### src/rtl/soc_testctl_pkg.sv
// Shared constants for the test-control slave: register map, result codes, CRC setup.
// Latency: n/a (constants only).
// Backpressure: n/a.
package soc_testctl_pkg;

    // Word offsets within the test-control window (byte addr[4:2])
    localparam logic [2:0] OFF_TOHOST    = 3'd0;
    localparam logic [2:0] OFF_CKPT      = 3'd1;
    localparam logic [2:0] OFF_SIG       = 3'd2;
    localparam logic [2:0] OFF_CYCLES    = 3'd3;
    localparam logic [2:0] OFF_EXPECT    = 3'd4;
    localparam logic [2:0] OFF_CHECK     = 3'd5;
    localparam logic [2:0] OFF_CKPT_LAST = 3'd6;

    // Result codes reported on test_code
    localparam logic [30:0] CODE_PASS       = 31'h0;
    localparam logic [30:0] CODE_CHECK_FAIL = 31'h7FFF_FFFE;
    localparam logic [30:0] CODE_TIMEOUT    = 31'h7FFF_FFFF;

    // Signature CRC: reflected CRC-32, no final XOR
    localparam logic [31:0] CRC_INIT = 32'hFFFF_FFFF;
    localparam logic [31:0] CRC_POLY = 32'hEDB8_8320;

endpackage

### src/rtl/soc_testctl_crc32_word.sv
// One full 32-bit CRC-32 step: folds a data word into the running signature, LSB first.
// Latency: purely combinational.
// Backpressure: none.
module soc_testctl_crc32_word
    import soc_testctl_pkg::*;
(
    input  logic [31:0] crc_in,
    input  logic [31:0] data,
    output logic [31:0] crc_out
);

    // Bit-serial reflected CRC unrolled across all 32 data bits
    always_comb begin
        crc_out = crc_in;
        for (int i = 0; i < 32; i++) begin
            if (crc_out[0] ^ data[i]) begin
                crc_out = (crc_out >> 1) ^ CRC_POLY;
            end else begin
                crc_out = crc_out >> 1;
            end
        end
    end

endmodule

### src/rtl/soc_testctl.sv
// Memory-mapped test-control/monitor slave: result posting, CRC signature, checkpoints, watchdog.
// Latency: writes take effect on the sampling edge; reads return registered data one cycle later.
// Backpressure: none; every selected beat is accepted in the cycle it is presented.
module soc_testctl
    import soc_testctl_pkg::*;
#(
    parameter logic [31:0] TIMEOUT = 32'd100000,
    parameter int          CKPT_W  = 16
) (
    input  logic        clk,
    input  logic        reset,
    input  logic        sel,
    input  logic        we,
    input  logic [2:0]  addr,
    input  logic [31:0] wdata,
    output logic [31:0] rdata,
    output logic        test_done,
    output logic        test_pass,
    output logic [30:0] test_code,
    output logic        timeout
);

    logic [31:0]       sig;
    logic [31:0]       expect_val;
    logic [31:0]       cycles;
    logic [CKPT_W-1:0] ckpt_cnt;
    logic [31:0]       ckpt_last;
    logic [31:0]       sig_next;
    logic [31:0]       rd_mux;

    logic wr_beat, rd_beat;
    logic tohost_done, check_fail, cyc_clr, wdog_fire;

    assign wr_beat = sel & we;
    assign rd_beat = sel & ~we;

    // Completion sources, in priority order: TOHOST result, CHECK mismatch, watchdog.
    // A CYCLES clear on the would-be watchdog edge restarts the count instead of firing.
    assign tohost_done = wr_beat && (addr == OFF_TOHOST) && !test_done && wdata[0];
    assign check_fail  = wr_beat && (addr == OFF_CHECK) && !test_done && (sig != expect_val);
    assign cyc_clr     = wr_beat && (addr == OFF_CYCLES);
    assign wdog_fire   = !test_done && (cycles == TIMEOUT - 32'd1)
                         && !tohost_done && !check_fail && !cyc_clr;

    soc_testctl_crc32_word u_crc (
        .crc_in  (sig),
        .data    (wdata),
        .crc_out (sig_next)
    );

    // Sticky test status: first completion wins, later posts are ignored until reset
    always_ff @(posedge clk or posedge reset) begin
        if (reset) begin
            test_done <= 1'b0;
            test_pass <= 1'b0;
            test_code <= CODE_PASS;
            timeout   <= 1'b0;
        end else if (tohost_done) begin
            test_done <= 1'b1;
            test_pass <= (wdata[31:1] == 31'h0);
            test_code <= wdata[31:1];
        end else if (check_fail) begin
            test_done <= 1'b1;
            test_pass <= 1'b0;
            test_code <= CODE_CHECK_FAIL;
        end else if (wdog_fire) begin
            test_done <= 1'b1;
            test_pass <= 1'b0;
            test_code <= CODE_TIMEOUT;
            timeout   <= 1'b1;
        end
    end

    // Saturating run-cycle counter, frozen once the test has finished
    always_ff @(posedge clk or posedge reset) begin
        if (reset) begin
            cycles <= 32'h0;
        end else if (cyc_clr) begin
            cycles <= 32'h0;
        end else if (wdog_fire) begin
            cycles <= TIMEOUT;
        end else if (!test_done && (cycles != 32'hFFFF_FFFF)) begin
            cycles <= cycles + 32'd1;
        end
    end

    // Program-writable state: checkpoints, signature fold, expected signature
    always_ff @(posedge clk or posedge reset) begin
        if (reset) begin
            ckpt_cnt   <= '0;
            ckpt_last  <= 32'h0;
            sig        <= CRC_INIT;
            expect_val <= 32'h0;
        end else if (wr_beat) begin
            if (addr == OFF_CKPT) begin
                if (ckpt_cnt != {CKPT_W{1'b1}}) begin
                    ckpt_cnt <= ckpt_cnt + CKPT_W'(1);
                end
                ckpt_last <= wdata;
            end
            if (addr == OFF_SIG) begin
                sig <= sig_next;
            end
            if (addr == OFF_EXPECT) begin
                expect_val <= wdata;
            end
        end
    end

    // Read decode; write-only and unused offsets return zero
    always_comb begin
        rd_mux = 32'h0;
        case (addr)
            OFF_CKPT:      rd_mux[CKPT_W-1:0] = ckpt_cnt;
            OFF_SIG:       rd_mux = sig;
            OFF_CYCLES:    rd_mux = cycles;
            OFF_EXPECT:    rd_mux = expect_val;
            OFF_CKPT_LAST: rd_mux = ckpt_last;
            default:       rd_mux = 32'h0;
        endcase
    end

    // Read data register: captured on a read beat, held until the next one
    always_ff @(posedge clk or posedge reset) begin
        if (reset) begin
            rdata <= 32'h0;
        end else if (rd_beat) begin
            rdata <= rd_mux;
        end
    end

endmodule

### config.mk
export PLATFORM = sky130hd
export DESIGN_NAME = soc_testctl
export DESIGN_NICKNAME = d
export VERILOG_FILES = /design/src/rtl/soc_testctl_pkg.sv /design/src/rtl/soc_testctl_crc32_word.sv /design/src/rtl/soc_testctl.sv
export SDC_FILE = /design/constraint.sdc
export NUM_CORES = 1
export LEC_CHECK = 0
export ABC_AREA = 1
export BUFFER_PORTS_ARGS = -buffer_cell sky130_fd_sc_hd__clkbuf_2
export CAP_MARGIN = 40
export CORE_MARGIN = 8
export CORE_UTILIZATION = 50
export DETAILED_ROUTE_END_ITERATION = 7
export PLACE_DENSITY = 0.67
export SLEW_MARGIN = 20
export SYNTH_ARGS = -nofsm -noshare
export SYNTH_HDL_FRONTEND = slang
export SYNTH_SLANG_ARGS = --single-unit
### constraint.sdc
create_clock -name clk -period 10.4 [get_ports clk]
set_clock_uncertainty 0.2 [all_clocks]
set_input_delay 3.12 -clock clk [delete_from_list [all_inputs] [get_ports clk]]
set_output_delay 3.12 -clock clk [all_outputs]
set_load 0.02 [all_outputs]
==> Yosys cells after proc, flatten, opt, wreduce, memory -nomap -nowiden <==
Cells that the tools add are included.
{ "totals": {"reg_bits": 210, "latch_bits": 0, "ramBits": 0, "romBits": 0, "input_bits": 39, "output_inout_bits": 66, "memories": 0} }
{ "op_classes": {"add_sub_neg": 2, "multipliers": 0, "div": 0, "order_cmp": 0, "eq_ne": 10, "shift": 0, "mux": 46, "bitwise": 69, "n_reduce_logical": 25} }
{ "ops": {"columns": ["cell", "count"], "rows": [
  ["$mux W32", 35],
  ["$not A13 Y14", 32],
  ["$mux W31", 3],
  ["$pmux W16 S5", 1],
  ["$pmux W16 S4", 1],
  ["$add A32 B1 Y32 const B", 1],
  ["$eq A32 B17 Y1 const B", 1],
  ["$ne A32 B32 Y1", 1],
  ["$ne A32 B32 Y1 const B", 1],
  ["$xor A1 B1 Y1", 32],
  ["$logic_not A31 Y1", 1],
  ["$add A16 B1 Y16 const B", 1],
  ["$ne A16 B16 Y1 const B", 1],
  ["$logic_and A1 B1 Y1", 12],
  ["$eq A3 B3 Y1 const B", 3],
  ["$eq A3 B2 Y1 const B", 2],
  ["$mux W1", 6],
  ["$reduce_and A2 Y1", 3],
  ["$reduce_and A3 Y1", 2],
  ["$reduce_bool A3 Y1", 2],
  ["$logic_not A1 Y1", 4],
  ["$eq A3 B1 Y1 const B", 1],
  ["$logic_not A3 Y1", 1],
  ["$not A1 Y1", 3],
  ["$and A1 B1 Y1", 2]
]} }

==> Logic depth before layout (Yosys ltp) <==
Gate-level depths: netlist of the first run.
{ "logic_depth": {"ltp_word": 64, "mapped_depth": 30, "ltp_nobuf": 29} }

==> Modules after synthesis <==
From an unflattened synthesis of the first run, not the netlist that was laid out.
{ "hier_totals": {"hier_cells": 2157, "area_unflattened_um2": 15461.1} }
{ "by_module_without_submodules": {"columns": ["mod", "instances", "cells_each", "area_each_um2"], "rows": [
  ["soc_testctl", 1, 1183, 10196.0],
  ["soc_testctl_crc32_word", 1, 974, 5265.0]
]} }

==> Least setup slack after synthesis of the first run <==
OpenSTA, ideal clock, no wires.
{ "synth_path": {"kind": "input to register", "startpoint": "input wdata[0]", "endpoint": "register sig[19]", "setup_time_ns": 0.076, "arrival_time_ns": 5.302, "required_ns": 10.124, "path_slack_ns": 4.823, "stages": 28, "path_buffers": 0, "cell_sequence": "inv_1 -> nand2_1 -> nand2_4 -> nand2_4 -> nand2_2 -> nand2_4 -> nand2_4 -> nand2_2 -> nand2_2 -> nand2_2 -> nand2_2 -> nand2_2 -> nand2_2 -> inv_2 -> nand2_2 -> nand3b_2 -> nand2_4 -> nand2_4 -> nand2_2 -> nand2_1 -> nand2_4 -> nand2_2 -> nand2_4 -> nand2_1 -> nand2_1 -> nand2_1 -> nand2_1 -> nand2_1"} }
{ "synth_via": {"elab_chain_len": 47, "word_cells_on_any_way": 81, "cone_classes": "mux (32); bitwise (49)"} }
{ "synth_lines": {"columns": ["element", "line", "source"], "rows": [
  ["from (decl)", "soc_testctl.sv:15", "input logic [31:0] wdata,"],
  ["$xor A1 B1 Y1 *", "soc_testctl_crc32_word.sv:16", "if (crc_out[0] ^ data[i]) begin"],
  ["$mux W32 * (3 in a row)", "soc_testctl_crc32_word.sv:16", null],
  ["$not A13 Y14 (no source line) / $mux W32 (equally long branches)", null, null],
  ["$mux W32 * (6 in a row)", "soc_testctl_crc32_word.sv:16", null],
  ["$xor A1 B1 Y1 / $mux W32 (equally long branches)", "soc_testctl_crc32_word.sv:16", null],
  ["$mux W32 *", "soc_testctl_crc32_word.sv:16", null],
  ["$not A13 Y14 (no source line) / $xor A1 B1 Y1 (equally long branches)", null, null],
  ["$mux W32 * (3 in a row)", "soc_testctl_crc32_word.sv:16", null],
  ["(+21 left out)", null, null],
  ["$not A13 Y14 (no source line)", null, null],
  ["$mux W32 * (2 in a row)", "soc_testctl_crc32_word.sv:16", null],
  ["$not A13 Y14 (no source line)", null, null],
  ["$mux W32 *", "soc_testctl_crc32_word.sv:16", null],
  ["$not A13 Y14 (no source line)", null, null],
  ["$mux W32 *", "soc_testctl_crc32_word.sv:16", null],
  ["$not A13 Y14 (no source line)", null, null],
  ["$mux W32 *", "soc_testctl_crc32_word.sv:16", null],
  ["to (signal assigned)", "soc_testctl.sv:102", "sig <= sig_next;"],
  ["to (decl)", "soc_testctl.sv:23", "logic [31:0] sig;"]
]} }
Mark *: on every way between the ends. The rest lies on a longest branch, timed or not.
A chain may end at the register's enable or synchronous reset.

==> Final worst setup path of the first run <==
{ "layout_path": {"startpoint": "input wdata[0]", "endpoint": "register sig[8]"} }
{ "layout_via": {"elab_chain_len": 46, "word_cells_on_any_way": 73, "cone_classes": "mux (32); bitwise (41)"} }
{ "layout_lines": {"columns": ["element", "line"], "rows": [
  ["$xor A1 B1 Y1 *", "soc_testctl_crc32_word.sv:16"],
  ["$mux W32 * (3 in a row)", "soc_testctl_crc32_word.sv:16"],
  ["$not A13 Y14 (no source line) / $mux W32 (equally long branches)", null],
  ["$mux W32 * (6 in a row)", "soc_testctl_crc32_word.sv:16"],
  ["$xor A1 B1 Y1 / $mux W32 (equally long branches)", "soc_testctl_crc32_word.sv:16"],
  ["$mux W32 *", "soc_testctl_crc32_word.sv:16"],
  ["$not A13 Y14 (no source line) (tied with other cells)", null],
  ["$mux W32 * (2 in a row)", "soc_testctl_crc32_word.sv:16"],
  ["(+14 left out)", null],
  ["$not A13 Y14 (no source line) / $mux W32 (equally long branches)", null],
  ["$mux W32 * (4 in a row)", "soc_testctl_crc32_word.sv:16"],
  ["parallel branches: the longest is 1 deep, another holds $xor A1 B1 Y1", null],
  ["$mux W32 * (6 in a row)", "soc_testctl_crc32_word.sv:16"],
  ["parallel branches: the longest is 1 deep, another holds $xor A1 B1 Y1", null],
  ["$mux W32 *", "soc_testctl_crc32_word.sv:16"],
  ["$not A13 Y14 (no source line) / $xor A1 B1 Y1 (equally long branches)", null],
  ["$mux W32 *", "soc_testctl_crc32_word.sv:16"]
]} }
Every way passes the cells marked *.

==> results_dict.tcl, run 1 <==
set metrics [dict create \
    cts_root_buf "clkbuf_16" \
    finalHoldViolCount 0 \
    numCtsBuffers 24 \
    finalCritPeriodShare 0.594 \
    crit_path_frequent_cell "nand2_2" \
    cts_tree "done" \
    post_cts_buffers 0 \
    setup_viol 0 \
    grt_usage 0.301 \
    cap_violations 0 \
    syn_area_mm2 0.0150 \
    hold_class "reg -> reg" \
    drc 0 \
    final_area_mm2 0.0168 \
    core_mm2 0.0296 \
    final_common_cell "nand2_1" \
    rsz0062_at_grt "no" \
    final_antenna_net_count 0 \
    row_count 63 \
    cts_hold_buffers 0 \
    startpoint_type "primary input" \
    via_count 14600 \
    grt_pass1_wl_um 83700 \
    dr.pass1.iters 6 \
    syn2layout_area_growth_pct 12.4 \
    io_pins 105 \
    die_h_um 189 \
    status "completed" \
    clk-insertion-delay-late_ns 0.54 \
    globalRouteOverflowTotal 0 \
    reg2regPathDepth 28 \
    cts.reportedPaths.clkPinSlew_ns 0.06 \
    drt_wl_total_um 54300 \
    drive_gt1_frac 0.190 \
    drt-vias-per-instance 5.62 \
    syn-mean-instance-area_um2 7.13 \
    cts_max_level 1 \
    gp_congestion 0.993 \
    slowest_delay_ns 0.34 \
    synth_area_leader_cell "dfrtp_1" \
    start_util 0.506 \
    final_cell_mix "nand2_1 (747), dfrtp_1 (178), inv_1 (156)" \
    layout.nets 2235 \
    placedCellCount 2557 \
    diodes 0 \
    place_hpwl_um 43100 \
    post_cts_resized 0 \
    synth_top_area_share 0.298 \
    grt_start_max_net_pins 110 \
    synthArstFlopShare 1.00 \
    grt_pass1_vias 14100 \
    synth-edff-count 0 \
    path_max_fanout 11 \
    reg2reg_to "sig[8]$_DFFE_PP1P_" \
    synth.top_cells.by_area "dfrtp_1 (30%), nand2_1 (19%), xor2_1 (5.9%), dfstp_2 (5.6%), nand3_1 (5.2%)" \
    cp-end-kind "flip-flop" \
    ys_types 56 \
    worst_slew_pin_slew_ns 0.887 \
    ys.flop_type "dfrtp_1" \
    synth_fp_nets 2139 \
    critical_path_class "in -> reg" \
    synth-seq-cells 210 \
    cp_slowest_cell "nand2_2" \
    drt_iter0_drc 1405 \
    port_buffers 104 \
    finalSetupTns_ns 0 \
    worstPathArrival_ns 6.44 \
    min_path_cells 1 \
    crit_required_ns 10.66 \
    post_dp_cell_area_mm2 0.0159 \
    die_x_um 189 \
    dieArea_mm2 0.0357 \
    fmax_ghz 0.162 \
    holdPathEnd "timeout$_DFFE_PP0P_" \
    detail_route.wl_per_cell_um 20.9 \
    final_cells 2602 \
    period_minus_slack_ns 6.18 \
    antenna_found_initial 2 \
    reg2reg_slack_ns 6.36 \
    synthCells 2098 \
    seq_area_frac_synth 0.354 \
    max-slew-margin-rel 0.404 \
    yosysWarnings 0 \
    cts_sinks 210 \
    slew_violations 0 \
    clk_path_buf_depth 3 \
    timing.rr.start "sig[0]$_DFFE_PP1P_" \
    min_from "timeout$_DFFE_PP0P_" \
]
-- worst max path at each step --
stage	startpoint	endpoint
6_report	wdata[0]	sig[8]$_DFFE_PP1P_
5_1_grt	wdata[0]	sig[8]$_DFFE_PP1P_
4_1_cts	wdata[0]	sig[8]$_DFFE_PP1P_
3_5_place_dp	wdata[0]	sig[8]$_DFFE_PP1P_
3_3_place_gp	we	cycles[5]$_DFFE_PP0P_
2_1_floorplan	reset	ckpt_cnt[0]$_DFFE_PP0P_
-- cell type report --
class,count,area (um2)
clock buffer,30,673
sequential,210,5300
tap,390,488
clock inverter,14,194
multi-input combinational,1628,8660
timing repair buffer,116,691
fill,2887,12700
inverter,214,818
-- stage by stage --
stage | setup slack, ns | hold slack, ns | utilization
floorplan | 1.40 | 0.248 | -
global placement | 3.73 | 0.258 | 0.536
detailed placement | 3.78 | 0.273 | 0.539
CTS | 4.27 | 0.284 | 0.568
global route | 3.89 | 0.302 | 0.569
finish | 4.22 | 0.274 | 0.569
-- sequential cells by signal (all words and copies together) (netlist names) --
signal	cells
sig	32
ckpt_cnt	16
cycles	32
test_code	31
expect_val	32
timeout	1
rdata	32
ckpt_last	32
test_done	1
test_pass	1
-- logic make-up after synthesis --
kind of cell,Yosys count,synth area share
AOI/OAI and AO/OA,223,0.0877
xor gates and xnor gates,157,0.0942
adders and majority gates,2,0.00167
buffers and inverters,260,0.0675
DFF,210,0.354
muxes,18,0.0136
and+or+nand+nor,1228,0.381
-- worst max-delay path, delay by kind of cell --
kind                   cells  cell delay (ns)
buffers and inverters      5             0.38
AND/OR/NAND/NOR           25             2.92
-- layer usage --
layer  share of wire  wire length, um  GRT usage
met1            0.43            23400      0.406
met3           0.062             3380     0.0280
met2            0.45            24600      0.482
met4           0.054             2940      0.143
met5         0.00022               12          0
-- cell usage after synthesis (3+ instances only) --
cell type,n
nand3b_1,4
nor3_1,25
o21ai_0,110
mux2_2,18
nor2_8,3
o31ai_1,9
o211ai_1,7
o22ai_1,5
o21a_1,5
nand2_4,29
nand3_2,13
inv_4,3
a21oi_1,41
inv_2,50
or2_2,4
nand2_2,90
dfrtp_1,178
xor2_1,100
nand3_1,155
clkbuf_1,38
xnor2_1,54
a211oi_1,4
nand2_8,3
inv_1,158
nor3b_1,6
dfstp_2,32
buf_6,3
buf_2,3
o2111ai_1,17
o21ai_1,7
nand2_1,748
clkinv_1,3
nand4_1,33
a22o_1,10
nor4_1,16
nor2_1,86
Power of run 1 is not shown: default switching activity piles up to over one toggle a cycle in this logic, so the estimate is an artifact.
==> run 2: changes to the inputs <==
clock period = 6.3 ns   (was 10.4 ns; I/O delays follow)
==> run 2 against run 1 <==
Compared with the run above: utilization increased by 0.17 points; critical path depth is 4 lower; register-to-register slack lost 4.1 ns; highest routed layer is now met4; critical endpoint is now sig[25]$_DFFE_PP1P_.
==> results_dict.tcl, run 2 (synthesized netlist as in run 1, its figures left out) <==
set metrics [dict create \
    start_util 0.506 \
    syn2layout_area_growth_pct 12.8 \
    grt_start_max_net_pins 121 \
    drt_wl_total_um 54700 \
    drt-vias-per-instance 5.63 \
    slew_violations 0 \
    cts_root_buf "clkbuf_16" \
    cts.reportedPaths.clkPinSlew_ns 0.06 \
    final_common_cell "nand2_1" \
    drt_iter0_drc 1529 \
    dieArea_mm2 0.0357 \
    clk-insertion-delay-late_ns 0.54 \
    detail_route.wl_per_cell_um 21.0 \
    startpoint_type "primary input" \
    rsz0062_at_grt "no" \
    drc 0 \
    die_x_um 189 \
    cts_tree "done" \
    setup_viol 0 \
    post_cts_buffers 0 \
    diodes 0 \
    crit_required_ns 6.56 \
    place_hpwl_um 43700 \
    cap_violations 0 \
    finalHoldViolCount 0 \
    cts_hold_buffers 0 \
    antenna_found_initial 0 \
    finalCritPeriodShare 0.804 \
    port_buffers 104 \
    hold_class "reg -> reg" \
    grt_pass1_wl_um 84200 \
    period_minus_slack_ns 5.06 \
    cp-end-kind "flip-flop" \
    critical_path_class "in -> reg" \
    cp_slowest_cell "nand2_1" \
    core_mm2 0.0296 \
    slowest_delay_ns 0.48 \
    worst_slew_pin_slew_ns 0.740 \
    final_antenna_net_count 0 \
    crit_path_frequent_cell "nand2_1" \
    drive_gt1_frac 0.191 \
    clk_path_buf_depth 3 \
    gp_congestion 1.03 \
    row_count 63 \
    worstPathArrival_ns 5.33 \
    max-slew-margin-rel 0.502 \
    grt_pass1_vias 14100 \
    post_cts_resized 0 \
    reg2regPathDepth 26 \
    final_cell_mix "nand2_1 (747), dfrtp_1 (178), inv_1 (157)" \
    cts_max_level 1 \
    dr.pass1.iters 7 \
    io_pins 105 \
    fmax_ghz 0.197 \
    die_h_um 189 \
    grt_usage 0.303 \
    status "completed" \
    cts_sinks 210 \
    numCtsBuffers 25 \
    via_count 14700 \
    layout.nets 2240 \
    finalSetupTns_ns 0 \
    path_max_fanout 12 \
    globalRouteOverflowTotal 0 \
    min_path_cells 1 \
]
-- run 2: path summary, 6_finish.rpt --
check                                    start                        end  slack, ns
min                        timeout$_DFFE_PP0P_        timeout$_DFFE_PP0P_       0.28
min reg2reg                timeout$_DFFE_PP0P_        timeout$_DFFE_PP0P_       0.28
max reg2reg                 sig[2]$_DFFE_PP1P_        sig[25]$_DFFE_PP1P_       2.26
max in group asynchronous                reset   test_code[4]$_DFFE_PP0P_       3.59
min in group asynchronous                reset  test_code[27]$_DFFE_PP0P_       1.09
max                                   wdata[2]        sig[25]$_DFFE_PP1P_       1.24
-- run 2: layer usage --
| layer | wire, um | global-route usage |
|---|---|---|
| met5 | 0 | 0 |
| met4 | 2780 | 0.137 |
| met3 | 3530 | 0.0373 |
| met2 | 24800 | 0.486 |
| met1 | 23700 | 0.406 |
-- run 2: final cells by class --
class	count	area (um2)
Clock buffer	33	696
Fill cell	2839	12700
Timing Repair Buffer	120	748
Clock inverter	13	166
Sequential cell	210	5300
Multi-Input combinational cell	1628	8660
Tap cell	390	488
Inverter	214	815
-- run 2: worst max-delay path, delay by kind of cell --
family,cells,cell delay [ns]
compound gates,1,0.16
buf+inv,3,0.33
simple gates,22,2.92
-- run 2: through the flow --
step | hold slack (ns) | util | instance area [um2] | worst slack, ns | std cells
final | 0.276 | 0.571 | 16900 | 1.24 | 2608
after global routing | 0.297 | 0.571 | 16900 | 0.880 | 2608
after CTS | 0.277 | 0.571 | 16900 | 1.23 | 2608
after detailed placement | 0.263 | 0.541 | 16000 | 0.737 | 2562
after global placement | 0.252 | 0.537 | 15900 | 0.694 | 2556
after floorplan | 0.248 | - | 15000 | 1.51 | 2098
Power of run 2 is left out for the same reason.
